[src/rtl/exec_writeback_unit.sv]
// exec_writeback_unit: execute/write-back stage for a small register file.
// Drives the two read addresses, captures both operands, computes one ALU
// operation (MUL is a multi-cycle shift-add) and writes the result back.
// Optional feature macro: FLAGS_EN adds zero (zf) and carry (cf) flag outputs.
module exec_writeback_unit #(
    parameter int DATA_W = 4,
    parameter int ADDR_W = 2
) (
    input  logic              clk,
    input  logic              rst_n,
    input  logic              in_valid,
    output logic              in_ready,
    input  logic [2:0]        in_op,
    input  logic [ADDR_W-1:0] in_rs,
    input  logic [ADDR_W-1:0] in_rt,
    input  logic [ADDR_W-1:0] in_rd,
    output logic [ADDR_W-1:0] rs,
    output logic [ADDR_W-1:0] rt,
    input  logic [DATA_W-1:0] crs,
    input  logic [DATA_W-1:0] crt,
    output logic [DATA_W-1:0] dw,
    output logic [ADDR_W-1:0] rw,
    output logic              rwe,
    output logic              busy,
`ifdef FLAGS_EN
    output logic              zf,
    output logic              cf,
`endif
    output logic              done
);

    localparam logic [2:0] OP_ADD = 3'b000;
    localparam logic [2:0] OP_SUB = 3'b001;
    localparam logic [2:0] OP_AND = 3'b010;
    localparam logic [2:0] OP_OR  = 3'b011;
    localparam logic [2:0] OP_XOR = 3'b100;
    localparam logic [2:0] OP_SHL = 3'b101;
    localparam logic [2:0] OP_MUL = 3'b110;
    localparam logic [2:0] OP_NOP = 3'b111;

    localparam int CNT_W = (DATA_W > 1) ? $clog2(DATA_W) : 1;
    localparam logic [CNT_W-1:0] MUL_LAST = CNT_W'(DATA_W - 1);

    typedef enum logic [1:0] {
        IDLE = 2'd0,
        READ = 2'd1,
        EXEC = 2'd2,
        WB   = 2'd3
    } state_t;

    state_t              state;
    state_t              state_next;
    logic                accept;
    logic                exec_last;

    logic [2:0]          op_q;
    logic [ADDR_W-1:0]   rd_q;
    logic [DATA_W-1:0]   op_a;
    logic [DATA_W-1:0]   op_b;

    logic [2*DATA_W-1:0] mul_acc;
    logic [2*DATA_W-1:0] mul_mcand;
    logic [2*DATA_W-1:0] mul_step;
    logic [DATA_W-1:0]   mul_mplier;
    logic [CNT_W-1:0]    mul_cnt;

    logic [DATA_W:0]     alu_out;
    logic [DATA_W-1:0]   result;
    logic                res_carry;

    // MUL stays in EXEC until every multiplier bit has been consumed
    always_comb begin
        exec_last = (op_q != OP_MUL) || (mul_cnt == MUL_LAST);
    end

    // Next-state logic; an instruction is only taken while idle and advertising ready
    always_comb begin
        state_next = state;
        accept     = 1'b0;
        case (state)
            IDLE: begin
                if (in_valid && in_ready) begin
                    accept     = 1'b1;
                    state_next = READ;
                end
            end
            READ:    state_next = EXEC;
            EXEC:    if (exec_last) state_next = WB;
            WB:      state_next = IDLE;
            default: state_next = IDLE;
        endcase
    end

    // State register; reset aborts any instruction in flight
    always_ff @(posedge clk or negedge rst_n) begin
        if (!rst_n) begin
            state <= IDLE;
        end else begin
            state <= state_next;
        end
    end

    // Single-cycle ALU; bit DATA_W carries the ADD carry-out or SUB borrow
    always_comb begin
        alu_out = '0;
        case (op_q)
            OP_ADD:  alu_out = {1'b0, op_a} + {1'b0, op_b};
            OP_SUB:  alu_out = {1'b0, op_a} - {1'b0, op_b};
            OP_AND:  alu_out = {1'b0, op_a & op_b};
            OP_OR:   alu_out = {1'b0, op_a | op_b};
            OP_XOR:  alu_out = {1'b0, op_a ^ op_b};
            OP_SHL:  alu_out = {1'b0, op_a << op_b[1:0]};
            default: alu_out = '0;
        endcase
    end

    // One shift-add step: add the shifted multiplicand when the current multiplier bit is set
    always_comb begin
        mul_step = mul_acc + (mul_mplier[0] ? mul_mcand : '0);
    end

    // Datapath and registered outputs
    always_ff @(posedge clk or negedge rst_n) begin
        if (!rst_n) begin
            in_ready   <= 1'b0;
            busy       <= 1'b0;
            rs         <= '0;
            rt         <= '0;
            rw         <= '0;
            dw         <= '0;
            rwe        <= 1'b0;
            done       <= 1'b0;
            op_q       <= OP_NOP;
            rd_q       <= '0;
            op_a       <= '0;
            op_b       <= '0;
            mul_acc    <= '0;
            mul_mcand  <= '0;
            mul_mplier <= '0;
            mul_cnt    <= '0;
            result     <= '0;
            res_carry  <= 1'b0;
        end else begin
            in_ready <= (state == IDLE) && !accept;
            busy     <= (state_next != IDLE);
            rwe      <= (state == WB) && (op_q != OP_NOP);
            done     <= (state == WB);

            if (accept) begin
                op_q <= in_op;
                rd_q <= in_rd;
                rs   <= in_rs;
                rt   <= in_rt;
            end

            if (state == READ) begin
                op_a       <= crs;
                op_b       <= crt;
                mul_acc    <= '0;
                mul_mcand  <= {{DATA_W{1'b0}}, crs};
                mul_mplier <= crt;
                mul_cnt    <= '0;
            end

            if (state == EXEC) begin
                if (op_q == OP_MUL) begin
                    mul_acc    <= mul_step;
                    mul_mcand  <= mul_mcand << 1;
                    mul_mplier <= mul_mplier >> 1;
                    mul_cnt    <= mul_cnt + 1'b1;
                    if (exec_last) begin
                        result    <= mul_step[DATA_W-1:0];
                        res_carry <= |mul_step[2*DATA_W-1:DATA_W];
                    end
                end else begin
                    result    <= alu_out[DATA_W-1:0];
                    res_carry <= alu_out[DATA_W];
                end
            end

            if ((state == WB) && (op_q != OP_NOP)) begin
                dw <= result;
                rw <= rd_q;
            end
        end
    end

`ifdef FLAGS_EN
    // Flags follow each written result; NOP leaves them untouched
    always_ff @(posedge clk or negedge rst_n) begin
        if (!rst_n) begin
            zf <= 1'b0;
            cf <= 1'b0;
        end else if ((state == WB) && (op_q != OP_NOP)) begin
            zf <= (result == '0);
            cf <= res_carry;
        end
    end
`else
    logic unused_carry;
    assign unused_carry = res_carry;
`endif

endmodule

[config.mk]
export PLATFORM = sky130hd
export DESIGN_NAME = exec_writeback_unit
export DESIGN_NICKNAME = d
export VERILOG_FILES = /design/src/rtl/exec_writeback_unit.sv
export SDC_FILE = /design/constraint.sdc
export NUM_CORES = 1
export LEC_CHECK = 0
export CORE_ASPECT_RATIO = 1.2
export CORE_MARGIN = 10
export CORE_UTILIZATION = 55
export DETAILED_ROUTE_END_ITERATION = 16
export PLACE_DENSITY_LB_ADDON = 0.05
export SETUP_SLACK_MARGIN = 0.2
export SYNTH_ARGS = -nofsm -noshare
export SYNTH_HDL_FRONTEND = slang
export SYNTH_SLANG_ARGS = --single-unit
[constraint.sdc]
create_clock -name clk -period 3.3 [get_ports clk]
set_input_delay 0.66 -clock clk [delete_from_list [all_inputs] [get_ports clk]]
set_output_delay 0.66 -clock clk [all_outputs]
set_load 0.1 [all_outputs]
==> metrics.yaml, run 1 <==
outcome:
  status: "finished clean"
critical_path:
  critPathTopFamily: "flip-flops"
  r2r_cells: 10
  worst-path-buf-inv: 1
  critPathRequiredTime_ps: 3530
  crit_type: "reg -> reg"
  cp_cell_sequence: "nor2_1 > nand2_1 > a21o_1 > inv_1 > ha_1 > nor2b_1 > o21ai_0 > a211o_1 > mux2_4 > a32oi_1"
  crit_path_max_fanout: 21
  critPathArrivalTime_ps: 2650
  start_kind: "register"
  cpPeakStageDelay_ps: 740
  cp-end-kind: "register"
  r2r_slack_ps: 880
  timing.rr.end: "result[3]"
  slowest_stage: "dfstp_2"
  r2r-start: "op_q[2]"
routing:
  num_vias: 1826
  postRouteAntennaNets: 0
  drt_iter0_markers: 87
  drcViolationCount: 0
  drtPass1Iterations: 4
  wire_per_inst_um: 15.2
  vias_per_cell: 5.35
  wirelength_um: 5190
clocking:
  cts_max_level: 2
  cts_resized: 0
  cts_max_path_buffers: 2
  clk_latency_ps: 300
  cts.sinks: 47
  ctsRootBufferMaster: "clkbuf_8"
  path_clk_slew_ps: 90
  cts_made_buffers: 5
  post-cts-setup-buffers: 0
  cts_tree: "built"
  hold_buffers: 0
yosys:
  synth_edf_count: 0
  yosysWarnings: 0
  postSynthCellCount: 251
  seq_area_frac_synth_pct: 46.2
  syn_avg_cell_area_sq_um: 10.2
  synthArstFlopShare_pct: 100
  synth_nets: 295
  ys_types: 43
  synth_top_area_share_pct: 43.2
  synth-seq-cells: 47
  synth_ff_type: "dfrtp_1"
  yosysTopAreaCell: "dfrtp_1"
  netlist_area_sq_um: 2550
  synth.area.top_cells: "dfrtp_1, ha_1, nand2_1"
grt:
  grt_max_degree: 48
  grt_use_total_pct: 13.9
  antenna_found_initial: 0
  grt_pass1_wl_um: 8470
  grt_pass1_vias: 1715
  overflow: 0
sta:
  hold_viol: 0
  finalCritPeriodShare_pct: 73.3
  slew_headroom_pct: 31.2
  drv_slew: 0
  fmax_ghz: 0.414
  finalCriticalPeriod_ps: 2420
  rsz0062_at_grt: "false"
  tns_ps: 0
  setup_viol: 0
  worst_pin_slew_ps: 1030
  fin_skew_ps: 7.42
cells_and_area:
  syn_to_final_growth_pct: 17.2
  final_common_cell: "dfrtp_1"
  drive_gt1_share_pct: 14.5
  fillers: 392
  multi_input_area_sq_um: 1280
  ff_latch_area_sq_um: 1180
  layout_common_cells: "dfrtp_1, nand2_1, ha_1, o21ai_0, clkdlybuf4s50_1"
  fin_nets: 326
  diodes: 0
die:
  ioPinCount: 34
  dieArea_sq_um: 7770
  rows: 27
  core_sq_um: 4530
  initial_utilization_pct: 56.4
  die_w_um: 82.2
  die_h_um: 94.6
min_path:
  hold_path_class: "reg -> reg"
  hold_end: "rw[1]"
  hold_start: "rd_q[1]"
  hold_depth: 2
placement:
  place.gp.congestion: 0.874
  place_hpwl_um: 3890
  portBuffers: 33
job:
  maxCapViolCount: 0
[kinds of logic after synthesis]
logic type                 count (synthesis)  synth area share (%)
AOI/OAI and AO/OA                         50                  12.5
adders and majority gates                 24                  12.4
buffers and inverters                     23                  3.53
and+or+nand+nor                           87                  16.6
xor gates and xnor gates                   7                  2.40
DFF                                       47                  46.2
muxes                                     13                  6.38
[how the worst max path moves through the flow]
stage,from,depth (start not counted),slack [ps],end
after global placement,op_q[2],10,930,result[3]
after detailed placement,op_q[2],10,890,result[3]
final,op_q[2],10,880,result[3]
after CTS,op_q[2],10,870,result[3]
after global routing,op_q[2],10,610,result[3]
after floorplan,op_q[0],11,930,result[3]
[registers in the layout, summed over array words and instances, names as in the netlist]
register	cells
rd_q	2
rs	2
mul_mcand	4
busy	1
rt	2
done	1
rwe	1
op_b	4
state	2
dw	4
mul_mplier	4
rw	2
op_a	4
result	4
in_ready	1
op_q	3
mul_cnt	2
mul_acc	4
[worst register-to-register path: stages (launching register included)]
cell	delay (ps)
dfstp_2	740
nor2_1	110
nand2_1	100
a21o_1	150
inv_1	50
ha_1	260
nor2b_1	110
o21ai_0	100
a211o_1	300
mux2_4	250
a32oi_1	180
[stage by stage]
step / hold WS, ps / cells / worst slack (ps) / instance area [sq um] / util (%)
4_1_cts: 467 / 341 / 871 / 2990 / 66.0
2_1_floorplan: 364 / 251 / 933 / 2550 / -
3_3_place_gp: 441 / 333 / 926 / 2880 / 63.5
5_1_grt: 514 / 341 / 608 / 2990 / 66.0
6_report: 474 / 341 / 882 / 2990 / 66.0
3_5_place_dp: 450 / 333 / 893 / 2880 / 63.5
[layer usage]
metal | share of wire [%] | GRT usage [%]
met5 | 0 | 0
met1 | 45 | 17.7
met3 | 5.6 | 3.90
met2 | 48 | 22.4
met4 | 0.93 | 3.84
[synthesized netlist by cell type (all sizes together) (2+ instances only)]
cell type   n
dfrtp      44
nand2      42
ha         22
o21ai      19
inv        14
nor2       12
mux2       10
a31oi       9
nand2b      8
nand3b      7
a21oi       6
clkbuf      6
nand3       5
xnor2       5
a21o        3
and2        3
buf         3
dfstp       3
o22a        3
fa          2
mux2i       2
nor2b       2
nor3b       2
o22ai       2
or2         2
xor2        2
[final cells by class]
type                            instances  share of cell area (%)
Clock inverter                          3                    1.47
Sequential cell                        47                    39.5
Multi-Input combinational cell        181                    42.9
Timing Repair Buffer                   33                    9.71
Inverter                               14                    1.76
Clock buffer                            5                    2.30
Tap cell                               58                    2.43
Power of run 1 is left out: the tool's default activity adds up to more than one toggle a clock period on the data nets, which glitch-free logic cannot reach.
==> run 2: changes to the inputs <==
==> constraint.sdc (replaced) <==
create_clock -name clk -period 2.4 [get_ports clk]
set_input_delay 0.48 -clock clk [delete_from_list [all_inputs] [get_ports clk]]
set_output_delay 0.48 -clock clk [all_outputs]
set_load 0.1 [all_outputs]
==> run 2 against run 1 <==
Net effect:
- first-iteration DRC count shrank 44%
- cell area grew 3.8%
- final cell count grew 4.1%
- highest routed layer unchanged
- register-to-register slack lost 640 ps
==> metrics.yaml, run 2 (same netlist as run 1, synthesis figures left out) <==
outcome:
  status: "finished clean"
grt:
  antenna_found_initial: 0
  grt.busiest_layer: "met2"
  met1_usage_pct: 17.1
  grt_use_total_pct: 14.5
  grt_max_degree: 48
  use_met2_pct: 24.7
  grt_util_met3_pct: 3.80
  overflow: 0
  grt_pass1_wl_um: 8800
  grt_pass1_vias: 1838
placement:
  portBuffers: 33
  placedCellCount: 341
  pre_cts_ws_ps: 201
  place_hpwl_um: 4030
  place.gp.congestion: 0.833
critical_path:
  critPathArrivalTime_ps: 2350
  cp_cell_sequence: "nor3b_4 > nor2_2 > xnor2_1 > ha_1 > buf_4 > xor2_2 > o22a_1 > o21ai_2 > a22o_1"
  timing.rr.end: "result[2]"
  start_kind: "register"
  cpPeakStageDelay_ps: 570
  slowest_stage: "dfstp_2"
  crit_path_max_fanout: 4
  critPathRequiredTime_ps: 2590
  endpoint: "result[2]"
  r2r-start: "op_q[0]"
  cp-end-kind: "register"
  r2r_slack_ps: 240
  startpoint: "op_q[0]"
  r2r_cells: 9
  crit_type: "reg -> reg"
sta:
  tns_ps: 0
  hold_viol: 0
  worst_slack_ps: 241
  rsz0062_at_grt: "true"
  fmax_ghz: 0.463
  setup_viol: 0
  fin_skew_ps: 4.17
  slew_headroom_pct: 60.8
  worst_pin_slew_ps: 588
  finalCriticalPeriod_ps: 2160
  finalCritPeriodShare_pct: 89.9
  drv_slew: 0
clocking:
  cts_tree: "built"
  clk_latency_ps: 300
  cts_made_buffers: 5
  cts.sinks: 47
  cts_max_level: 2
  cts_max_path_buffers: 2
  hold_buffers: 0
  ctsRootBufferMaster: "clkbuf_8"
  path_clk_slew_ps: 80
routing:
  vias_per_cell: 5.28
  postRouteAntennaNets: 0
  wirelength_um: 5360
  num_vias: 1874
  wire_per_inst_um: 15.1
  drcViolationCount: 0
  drt_iter0_markers: 49
  drtPass1Iterations: 4
cells_and_area:
  utilization_pct: 68.5
  fin_nets: 340
  layout_common_cells: "dfrtp_1, nand2_1, buf_4, ha_1, clkdlybuf4s50_1"
  drive_gt1_share_pct: 20.2
  syn_to_final_growth_pct: 21.6
  final-instance-count-excl-fill: 355
  diodes: 0
  final_common_cell: "dfrtp_1"
min_path:
  hold_path_class: "in -> async"
die:
  initial_utilization_pct: 56.4
  dieArea_sq_um: 7770
  die_h_um: 94.6
  core_sq_um: 4530
  die_w_um: 82.2
  ioPinCount: 34
  rows: 27
job:
  maxCapViolCount: 0
## run 2: cell types whose count changed in the layout (fill, tap and decap cells not counted), sizes merged
cell    delta
buf       +14
clkbuf     +2
bufinv     -1
clkinv     -1
## run 2: how the worst min path moves through the flow
| stage | slack (ps) | startpoint | depth (start not counted) | end |
|---|---|---|---|---|
| after floorplan | 180 | rst_n | 0 | busy |
| after global placement | 450 | result[1] | 2 | dw[1] |
| after detailed placement | 450 | rd_q[0] | 2 | rw[0] |
| after CTS | 290 | rst_n | 2 | rw[1] |
| after global routing | 310 | rst_n | 2 | rwe |
| final | 270 | rst_n | 2 | result[3] |
## run 2: repair_timing
action | 4_1_cts | 5_1_grt
pin swaps | 0 | 11
endpoints found under the setup margin | 1 | 3
endpoints found under the hold margin | 0 | 0
buffers inserted | 1 | 5
gates resized for setup | 0 | 10
## run 2: layer usage
metal	part of all wire, %	vias up
met5	0	-
met4	1.6	0
met3	6.0	10
met2	49	35
met1	44	878
li1	-	951
## run 2: per-stage QoR
step | hold WS (ps) | cell area [sq um]
finish | 274 | 3100
global route | 315 | 3100
CTS | 292 | 3030
detailed placement | 451 | 2940
global placement | 448 | 2940
floorplan | 184 | 2570
## run 2: layout make-up
type                    count  area, sq um
clock buffers               7         76.3
clock inverters             1         5.00
well taps                  58         72.6
fillers                   374         1430
multi-input cells         181         1320
repair buffers             47          395
flip-flops and latches     47         1180
inverters                  14         52.6
## run 2: worst max-delay path, delay by kind of cell (launching register included)
family / cells / cell delay [ps]
XOR/XNOR: 2 / 290
flip-flops: 1 / 570
adder cells (fa/ha/maj): 1 / 320
buffers and inverters: 1 / 150
AO/OA/AOI/OAI: 3 / 410
AND/OR/NAND/NOR: 2 / 320
Power of run 2 is left out for the same reason.
==> run 3: changes to the inputs <==
--- a/config.mk
+++ b/config.mk
@@ -5,6 +5,8 @@
 export SDC_FILE = /design/constraint.sdc
 export NUM_CORES = 1
 export LEC_CHECK = 0
+export ABC_AREA = 1
+export ABC_CLOCK_PERIOD_IN_PS = 2400
 export CORE_ASPECT_RATIO = 1.2
 export CORE_MARGIN = 10
 export CORE_UTILIZATION = 55
==> run 3 against run 2 <==
Net effect:
- worst setup slack better by 120 ps
- register-to-register slack better by 120 ps
- hold slack worse by 110 ps
- critical path type unchanged
- highest routed layer unchanged
==> metrics.yaml, run 3 <==
outcome:
  status: "finished clean"
cells_and_area:
  fin_nets: 402
  diodes: 0
  syn_to_final_growth_pct: 20.9
  final-instance-count-excl-fill: 417
  layout_common_cells: "nand2_1, inv_1, dfrtp_1, o21ai_0"
  final_common_cell: "nand2_1"
  drive_gt1_share_pct: 14.5
critical_path:
  crit_type: "reg -> reg"
  r2r_cells: 13
  critPathRequiredTime_ps: 2620
  cp-end-kind: "register"
  crit_path_max_fanout: 7
  critPathArrivalTime_ps: 2250
  start_kind: "register"
yosys:
  synth_common_cells: "nand2_1, inv_1, dfrtp_1, o21ai_0, nand3_1"
  ys_types: 34
  synth_edf_count: 0
  synth.most_common_cell: "nand2_1"
  seq_area_frac_synth_pct: 44.5
  synth-seq-cells: 47
  synth_top_area_share_pct: 41.6
  syn_avg_cell_area_sq_um: 8.36
  synth_fa_ha_area_share_pct: 11.9
  synthMuxAreaShare_pct: 2.55
  synth_xor_area_share_pct: 0.992
  synth.area.top_cells: "dfrtp_1, nand2_1, ha_1"
  synth_top_family_by_area: "simple AND/OR/NAND/NOR gates"
  yosysTopAreaCell: "dfrtp_1"
  yosysWarnings: 0
  netlist_area_sq_um: 2650
  synthArstFlopShare_pct: 100
  postSynthCellCount: 317
  synth_nets: 361
  synth_ff_type: "dfrtp_1"
  synth_compound_area_share_pct: 10.1
  yosys.area_share.simple_pct: 21.8
clocking:
  cts_max_path_buffers: 2
  cts_made_buffers: 5
  clk_latency_ps: 310
  cts_max_level: 2
  path_clk_slew_ps: 100
  cts_tree: "built"
  hold_buffers: 0
  ctsRootBufferMaster: "clkbuf_8"
  cts.sinks: 47
routing:
  vias_per_cell: 5.00
  drcViolationCount: 0
  postRouteAntennaNets: 0
  drt_iter0_markers: 115
  num_vias: 2084
  wire_per_inst_um: 13.6
  drtPass1Iterations: 4
  wirelength_um: 5660
sta:
  setup_viol: 0
  slew_headroom_pct: 62.0
  finalCritPeriodShare_pct: 84.8
  worst_pin_slew_ps: 570
  finalCriticalPeriod_ps: 2040
  fin_skew_ps: 12.7
  fmax_ghz: 0.491
  drv_slew: 0
  hold_viol: 0
  tns_ps: 0
  rsz0062_at_grt: "false"
die:
  ioPinCount: 34
  initial_utilization_pct: 57.2
  dieArea_sq_um: 8000
  die_h_um: 96.0
  die_w_um: 83.4
  core_sq_um: 4630
  rows: 27
placement:
  place_hpwl_um: 4530
  place.gp.congestion: 0.900
  portBuffers: 33
  placedCellCount: 406
job:
  maxCapViolCount: 0
grt:
  grt_pass1_vias: 1955
  grt_max_degree: 25
  grt_use_total_pct: 14.3
  overflow: 0
  antenna_found_initial: 0
  grt_pass1_wl_um: 9410
min_path:
  hold_path_class: "in -> async"
==> run 3: routing by layer <==
layer | up-vias | track usage [%] | share of wire [%]
li1 | 1095 | - | -
met4 | 0 | 5.40 | 1.6
met3 | 8 | 2.96 | 3.5
met1 | 956 | 18.0 | 45
met2 | 25 | 23.8 | 49
met5 | - | 0 | 0
==> run 3: per-stage QoR <==
step           utilization [%]  setup slack (ps)  hold WS, ps  cell area [sq um]
2_1_floorplan                -               410          184               2650
3_3_place_gp              65.4               264          445               3030
3_5_place_dp              65.4               163          464               3030
4_1_cts                   68.6               257          170               3170
5_1_grt                   69.2               214          175               3200
6_report                  69.2               364          164               3200
==> run 3: cell families (layout without fill, tap and decap cells) <==
family	after synthesis	after routing
AOI/OAI and AO/OA	46	46
adders and majority gates	24	24
xor gates and xnor gates	3	3
DFF	47	47
buffers and inverters	55	97
and+or+nand+nor	136	136
muxes	6	6
==> run 3: final cells by class <==
type	count	area (sq um)
clock buffer	5	68.8
multi-input combinational	215	1260
sequential	47	1180
timing repair buffer	40	355
fill	393	1430
tap	58	72.6
clock inverter	3	71.3
inverter	49	189
==> run 3: what timing repair did <==
action                     CTS  global route
gates resized for setup      1             4
setup endpoints to repair    1             2
buffers inserted             0             3
==> run 3: worst max-delay path, stage by stage, from the launching register on <==
cell,delay (ps)
dfstp_2,570
inv_4,60
nand3_2,140
nand2_1,80
xor2_1,140
ha_1,310
nand2_1,80
nand2_1,50
nor2_2,120
nand3_1,80
nand3_1,100
nand3_1,80
nand2_1,80
inv_1,40
==> run 3: worst paths after layout <==
kind	startpoint	to	slack, ps
max in group asynchronous	rst_n	op_q[0]	1640
min in group clk	rd_q[1]	rw[1]	490
worst max register to register	op_q[2]	result[3]	360
worst min-delay path	rst_n	op_b[2]	160
worst max-delay path	op_q[2]	result[3]	360
worst min register to register	rd_q[1]	rw[1]	490
Power of run 3 is left out for the same reason.
